File: config.mk
export PLATFORM = sky130hd
export DESIGN_NAME = noc_output_port_arbiter
export DESIGN_NICKNAME = d
export VERILOG_FILES = /design/src/rtl/noc_output_port_arbiter.sv
export SDC_FILE = /design/constraint.sdc
export NUM_CORES = 1
export LEC_CHECK = 0
export ABC_AREA = 1
export CELL_PAD_IN_SITES_DETAIL_PLACEMENT = 1
export CELL_PAD_IN_SITES_GLOBAL_PLACEMENT = 2
export CORE_MARGIN = 4
export CORE_UTILIZATION = 21
export DETAILED_ROUTE_END_ITERATION = 8
export PLACE_DENSITY = 0.83
export SLEW_MARGIN = 20
export SYNTH_ARGS = -nofsm -noshare
export SYNTH_HDL_FRONTEND = slang
export SYNTH_SLANG_ARGS = --single-unit
File: constraint.sdc
create_clock -name clk -period 4.98 [get_ports clk]
set_input_delay 0.498 -clock clk [delete_from_list [all_inputs] [get_ports clk]]
set_output_delay 0.498 -clock clk [all_outputs]
set_load 0.05 [all_outputs]
File: src/rtl/noc_output_port_arbiter.sv
// Output-port stage of the NoC router: round-robin wormhole arbitration over
// NUM_IN input channels into one registered valid/ready output channel.
module noc_output_port_arbiter #(
  parameter int          NUM_IN     = 5,
  parameter int          DATA_WIDTH = 32,
  parameter int          LEN_WIDTH  = 12,
  parameter logic [2:0]  HDR_ID     = 3'b001
) (
  input  logic                         clk,
  input  logic                         rst,
  input  logic [NUM_IN*DATA_WIDTH-1:0] req_data_in,
  input  logic [NUM_IN-1:0]            req_valid_in,
  output logic [NUM_IN-1:0]            req_ready_out,
  output logic [DATA_WIDTH-1:0]        data_out,
  output logic                         valid_out,
  input  logic                         ready_in,
  output logic [NUM_IN-1:0]            grant_out,
  output logic                         busy_out,
  output logic                         len_err_out
);

  localparam int PTR_W = (NUM_IN > 1) ? $clog2(NUM_IN) : 1;

  // Handshake: a flit moves on a channel in any cycle where valid and ready are
  // both high at the rising edge; ready never depends on anything but state,
  // headers presented and downstream slot availability.
  typedef enum logic {IDLE = 1'b0, FWD = 1'b1} state_t;

  state_t                 state;
  logic [LEN_WIDTH-1:0]   remaining;
  logic [PTR_W-1:0]       owner;
  logic [PTR_W-1:0]       rr_ptr;

  logic                   slot_free;
  logic [NUM_IN-1:0]      eligible;
  logic [PTR_W-1:0]       winner;
  logic [PTR_W-1:0]       cand;
  logic                   win_found;
  logic [NUM_IN-1:0]      ready;
  logic [NUM_IN-1:0]      grant;
  logic [PTR_W-1:0]       xfer_idx;
  logic                   xfer;
  logic [DATA_WIDTH-1:0]  xfer_flit;
  logic [LEN_WIDTH-1:0]   hdr_len;
  logic [LEN_WIDTH-1:0]   eff_len;

  assign slot_free = !valid_out || ready_in;

  for (genvar g = 0; g < NUM_IN; g++) begin : g_elig
    assign eligible[g] = req_valid_in[g] &&
                         (req_data_in[g*DATA_WIDTH + DATA_WIDTH-1 -: 3] == HDR_ID);
  end

  // Round-robin search starts just above the last packet's owner.
  always_comb begin
    winner    = '0;
    cand      = '0;
    win_found = 1'b0;
    for (int k = 1; k <= NUM_IN; k++) begin
      cand = PTR_W'((int'(rr_ptr) + k) % NUM_IN);
      if (!win_found && eligible[cand]) begin
        win_found = 1'b1;
        winner    = cand;
      end
    end
  end

  always_comb begin
    ready    = '0;
    grant    = '0;
    xfer_idx = owner;
    if (state == FWD) begin
      xfer_idx = owner;
      if (!rst) ready[owner] = slot_free;
      grant[owner] = 1'b1;
    end else begin
      xfer_idx = winner;
      if (!rst && win_found) ready[winner] = slot_free;
      if (!rst && win_found && slot_free) grant[winner] = 1'b1;
    end
  end

  assign req_ready_out = ready;
  assign grant_out     = grant;
  assign busy_out      = (state == FWD);
  assign xfer          = |(req_valid_in & ready);
  assign xfer_flit     = req_data_in[xfer_idx*DATA_WIDTH +: DATA_WIDTH];
  assign hdr_len       = xfer_flit[DATA_WIDTH-4 -: LEN_WIDTH];
  assign eff_len       = (hdr_len == '0) ? LEN_WIDTH'(1) : hdr_len;

  always_ff @(posedge clk or posedge rst) begin
    if (rst) begin
      state       <= IDLE;
      remaining   <= '0;
      owner       <= '0;
      rr_ptr      <= PTR_W'(NUM_IN - 1);
      len_err_out <= 1'b0;
    end else begin
      len_err_out <= 1'b0;
      case (state)
        IDLE: begin
          if (xfer) begin
            remaining   <= eff_len - LEN_WIDTH'(1);
            owner       <= winner;
            len_err_out <= (hdr_len == '0);
            if (eff_len <= LEN_WIDTH'(1)) rr_ptr <= winner;
            else                          state  <= FWD;
          end
        end
        FWD: begin
          if (xfer) begin
            remaining <= remaining - LEN_WIDTH'(1);
            if (remaining == LEN_WIDTH'(1)) begin
              state  <= IDLE;
              rr_ptr <= owner;
            end
          end
        end
        default: state <= IDLE;
      endcase
    end
  end

  // Output slice: holds data_out while stalled, drops valid once drained.
  always_ff @(posedge clk or posedge rst) begin
    if (rst) begin
      data_out  <= '0;
      valid_out <= 1'b0;
    end else if (xfer) begin
      data_out  <= xfer_flit;
      valid_out <= 1'b1;
    end else if (ready_in) begin
      valid_out <= 1'b0;
    end
  end

endmodule
==> reports/metrics.csv <==
stage,metric,value,unit
sta,fmax,0.1873,GHz
placement,dp_hpwl,22530,um
synthesis,syn-num-nets,1112,
sta,slew-limit-headroom,0.4235,
critical_path,reg2reg_depth,38,
routing,highest_layer,met4,
routing,met2_length,16320,um
final_layout,drive_gt1_frac,0.3503,
min_path,hold_end,data_out[11]$_DFFE_PP0P_,
routing,post_drt_wl_per_cell,19.14,um
floorplan,die_h,174.5,um
floorplan,boundaryPins,213,
routing,wl_met1,12490,um
synthesis,synth.cell_area,0.005819,mm^2
min_path,holdPathStages,2,
placement,gp_congestion,0.8949,
global_route,grt.total_usage,0.1830,
sta,worst_slack,-0.3599,ns
synthesis,ys_warn_count,0,
critical_path,r2r-end,rr_ptr[0]$_DFFE_PP0P_,
placement,place_worst_setup_slack,-0.5298,ns
routing,routed_wl,31540,um
flow_run,maxCapViolCount,0,
sta,clock_skew,0.01550,ns
placement,dp_cells,1578,
placement,place_area,0.009371,mm^2
floorplan,start_util,0.2147,
clock_tree,cts_max_level,2,
synthesis,yosysSeqAreaShare,0.2281,
sta,final_hold_viol_count,0,
global_route,antenna_found_initial,0,
floorplan,die_w,174.5,um
final_layout,fin_cells,1648,
outcome,status,finished with violations,
routing,dr.pass1.iters,4,
final_layout,final_cell_area,0.01113,mm^2
critical_path,slowest_stage,dfstp_2,
sta,grt_setup_unrepaired,yes,
min_path,hold_class,flop to flop,
synthesis,syn_area_per_cell,6.353,um^2
sta,worstMarginPinSlew,0.8594,ns
global_route,grt_pass1_wl,44830,um
critical_path,path_class,flop to flop,
routing,wl_met3,1813,um
critical_path,end_kind,flop,
sta,finalSetupViolations,29,
clock_tree,root_buffer,clkbuf_16,
clock_tree,cts_hold_buf,0,
sta,fin_crit,5.340,ns
min_path,hold_start,data_out[11]$_DFFE_PP0P_,
critical_path,start_kind,flop,
critical_path,critPathArrivalTime,5.55,ns
outcome,violations,negative setup slack,
critical_path,r2r_start,rr_ptr[2]$_DFFE_PP1P_,
critical_path,cp.required,5.19,ns
critical_path,crit_family,simple AND/OR/NAND/NOR gates,
final_layout,areaGrowthSynthToFinish,91.31,%
floorplan,die_area,0.03044,mm^2
synthesis,synthCells,916,
synthesis,ys_types,48,
floorplan,rows,60,
clock_tree,ctsLongestPathBuffers,2,
placement,io_buffer_count,212,
routing,ant_nets,0,
critical_path,cp_slowest_stage_delay,0.59,ns
clock_tree,cts_tree,yes,
synthesis,synth_edf_count,0,
final_layout,n_antenna_cell,0,
routing,via_per_inst,4.820,
clock_tree,numClockSinks,53,
sta,slew_viol_final,0,
global_route,grt_pass1_vias,8055,
clock_tree,insertion_delay,0.32,ns
routing,drt_iter0_markers,366,
global_route,grt_overflow_total,0,
synthesis,synth.area.top_cells,"dfrtp_1 (22%), nand2_1 (13%), nand3_1 (12%)",
final_layout,nets,1471,
clock_tree,cts-buffers-inserted,5,
synthesis,synth_common_cells,"nand2_1 (200), nand3_1 (137), nor2_1 (83), inv_1 (77), o21ai_0 (75)",
clock_tree,clk_pin_slew,0.10,ns
global_route,grt_max_degree,54,
floorplan,core,0.02710,mm^2
critical_path,crit_path_max_fanout,6,
synthesis,synth_top_area_cell,dfrtp_1,
synthesis,synth_top_flop_cell,dfrtp_1,
critical_path,rrSetupSlack,-0.36,ns
synthesis,synth_seq_cells,53,
synthesis,synth_top_area_frac,0.2236,
routing,num_vias,7944,
synthesis,async_flop_share,1.000,
sta,min_period_over_period,1.072,
routing,drc,0,
synthesis,post-synth-top-count-cell,nand2_1,
critical_path,path_buf_inv,6,
==> through the flow <==
stage	hold WS, ns	utilization	setup TNS (ns)
2_1_floorplan	0.4970	-	0
3_3_place_gp	0.4659	0.3458	-1.615
3_5_place_dp	0.4765	0.3458	-4.384
4_1_cts	0.4976	0.3789	-0.7780
5_1_grt	0.5262	0.4108	-17.37
6_report	0.4930	0.4108	-5.273
==> flip-flops by register name, indices dropped and copies added (netlist names) <==
signal / count
busy_out: 1
data_out: 32
len_err_out: 1
owner: 3
remaining: 12
rr_ptr: 3
valid_out: 1
==> metal layers <==
layer  track usage  vias to the layer above
met5             0                        -
met4       0.05411                        0
met3       0.04023                       57
met2        0.3298                      251
met1        0.2168                     3847
li1              -                     3789
==> worst max-delay path by stage <==
stage | cells past startpoint | slack (ns) | startpoint | end
2_1_floorplan | 35 | 0.003 | rr_ptr[2]$_DFFE_PP1P_ | rr_ptr[1]$_DFFE_PP0P_
3_3_place_gp | 40 | -0.23 | rr_ptr[0]$_DFFE_PP0P_ | rr_ptr[0]$_DFFE_PP0P_
3_5_place_dp | 40 | -0.53 | rr_ptr[0]$_DFFE_PP0P_ | rr_ptr[1]$_DFFE_PP0P_
4_1_cts | 35 | -0.12 | rr_ptr[2]$_DFFE_PP1P_ | remaining[2]$_DFFE_PP0P_
5_1_grt | 39 | -0.59 | rr_ptr[2]$_DFFE_PP1P_ | rr_ptr[0]$_DFFE_PP0P_
6_report | 38 | -0.36 | rr_ptr[2]$_DFFE_PP1P_ | rr_ptr[0]$_DFFE_PP0P_
==> final cells by class <==
class,count,area [um^2]
fill,3327,15970
multi-input combinational,726,4892
timing repair buffer,396,3921
sequential,53,1330
tap,372,465.4
inverter,93,372.9
clock buffer,5,125.1
clock inverter,3,26.28
==> logic make-up after synthesis <==
family / share of synthesized area
flip-flops: 0.2281
adder cells (fa/ha/maj): 0.06020
XOR/XNOR: 0.01333
buffers and inverters: 0.09869
AO/OA/AOI/OAI: 0.1911
AND/OR/NAND/NOR: 0.4085
==> worst reg2reg max path: cells and delay by family, from the launching register on <==
family / cells / cell delay, ns
AND/OR/NAND/NOR: 27 / 2.92
buffers and inverters: 6 / 0.74
flip-flops: 1 / 0.59
adder cells (fa/ha/maj): 3 / 0.58
AO/OA/AOI/OAI: 1 / 0.23
XOR/XNOR: 1 / 0.17
==> layout by cell type (no fill, tap or decap), types with 5 or more instances in the layout <==
| cell | count |
|---|---|
| ha_1 | 20 |
| buf_12 | 19 |
| nand2_2 | 54 |
| o21ai_2 | 10 |
| inv_1 | 68 |
| nand3_4 | 14 |
| a21oi_1 | 15 |
| o22ai_1 | 17 |
| inv_4 | 6 |
| buf_6 | 10 |
| ha_4 | 6 |
| buf_4 | 153 |
| o21ai_1 | 28 |
| o21ai_0 | 72 |
| nor2_1 | 78 |
| inv_2 | 15 |
| nand4_1 | 9 |
| o21ai_4 | 6 |
| a22oi_1 | 22 |
| nor2_4 | 12 |
| nand2_1 | 148 |
| nand2_4 | 26 |
| clkbuf_16 | 9 |
| nand3_1 | 74 |
| buf_8 | 5 |
| nand3_2 | 60 |
| dfrtp_1 | 50 |
| clkdlybuf4s50_1 | 202 |
==> timing repair <==
action / in CTS / in global routing
pin swaps: 41 / 57
cloned: 3 / 4
endpoints found under the setup margin: 17 / 58
resized for setup: 117 / 125
setup buffers: 23 / 34
Power is not shown: default switching activity piles up to over one toggle a cycle in this logic, so the estimate is an artifact.
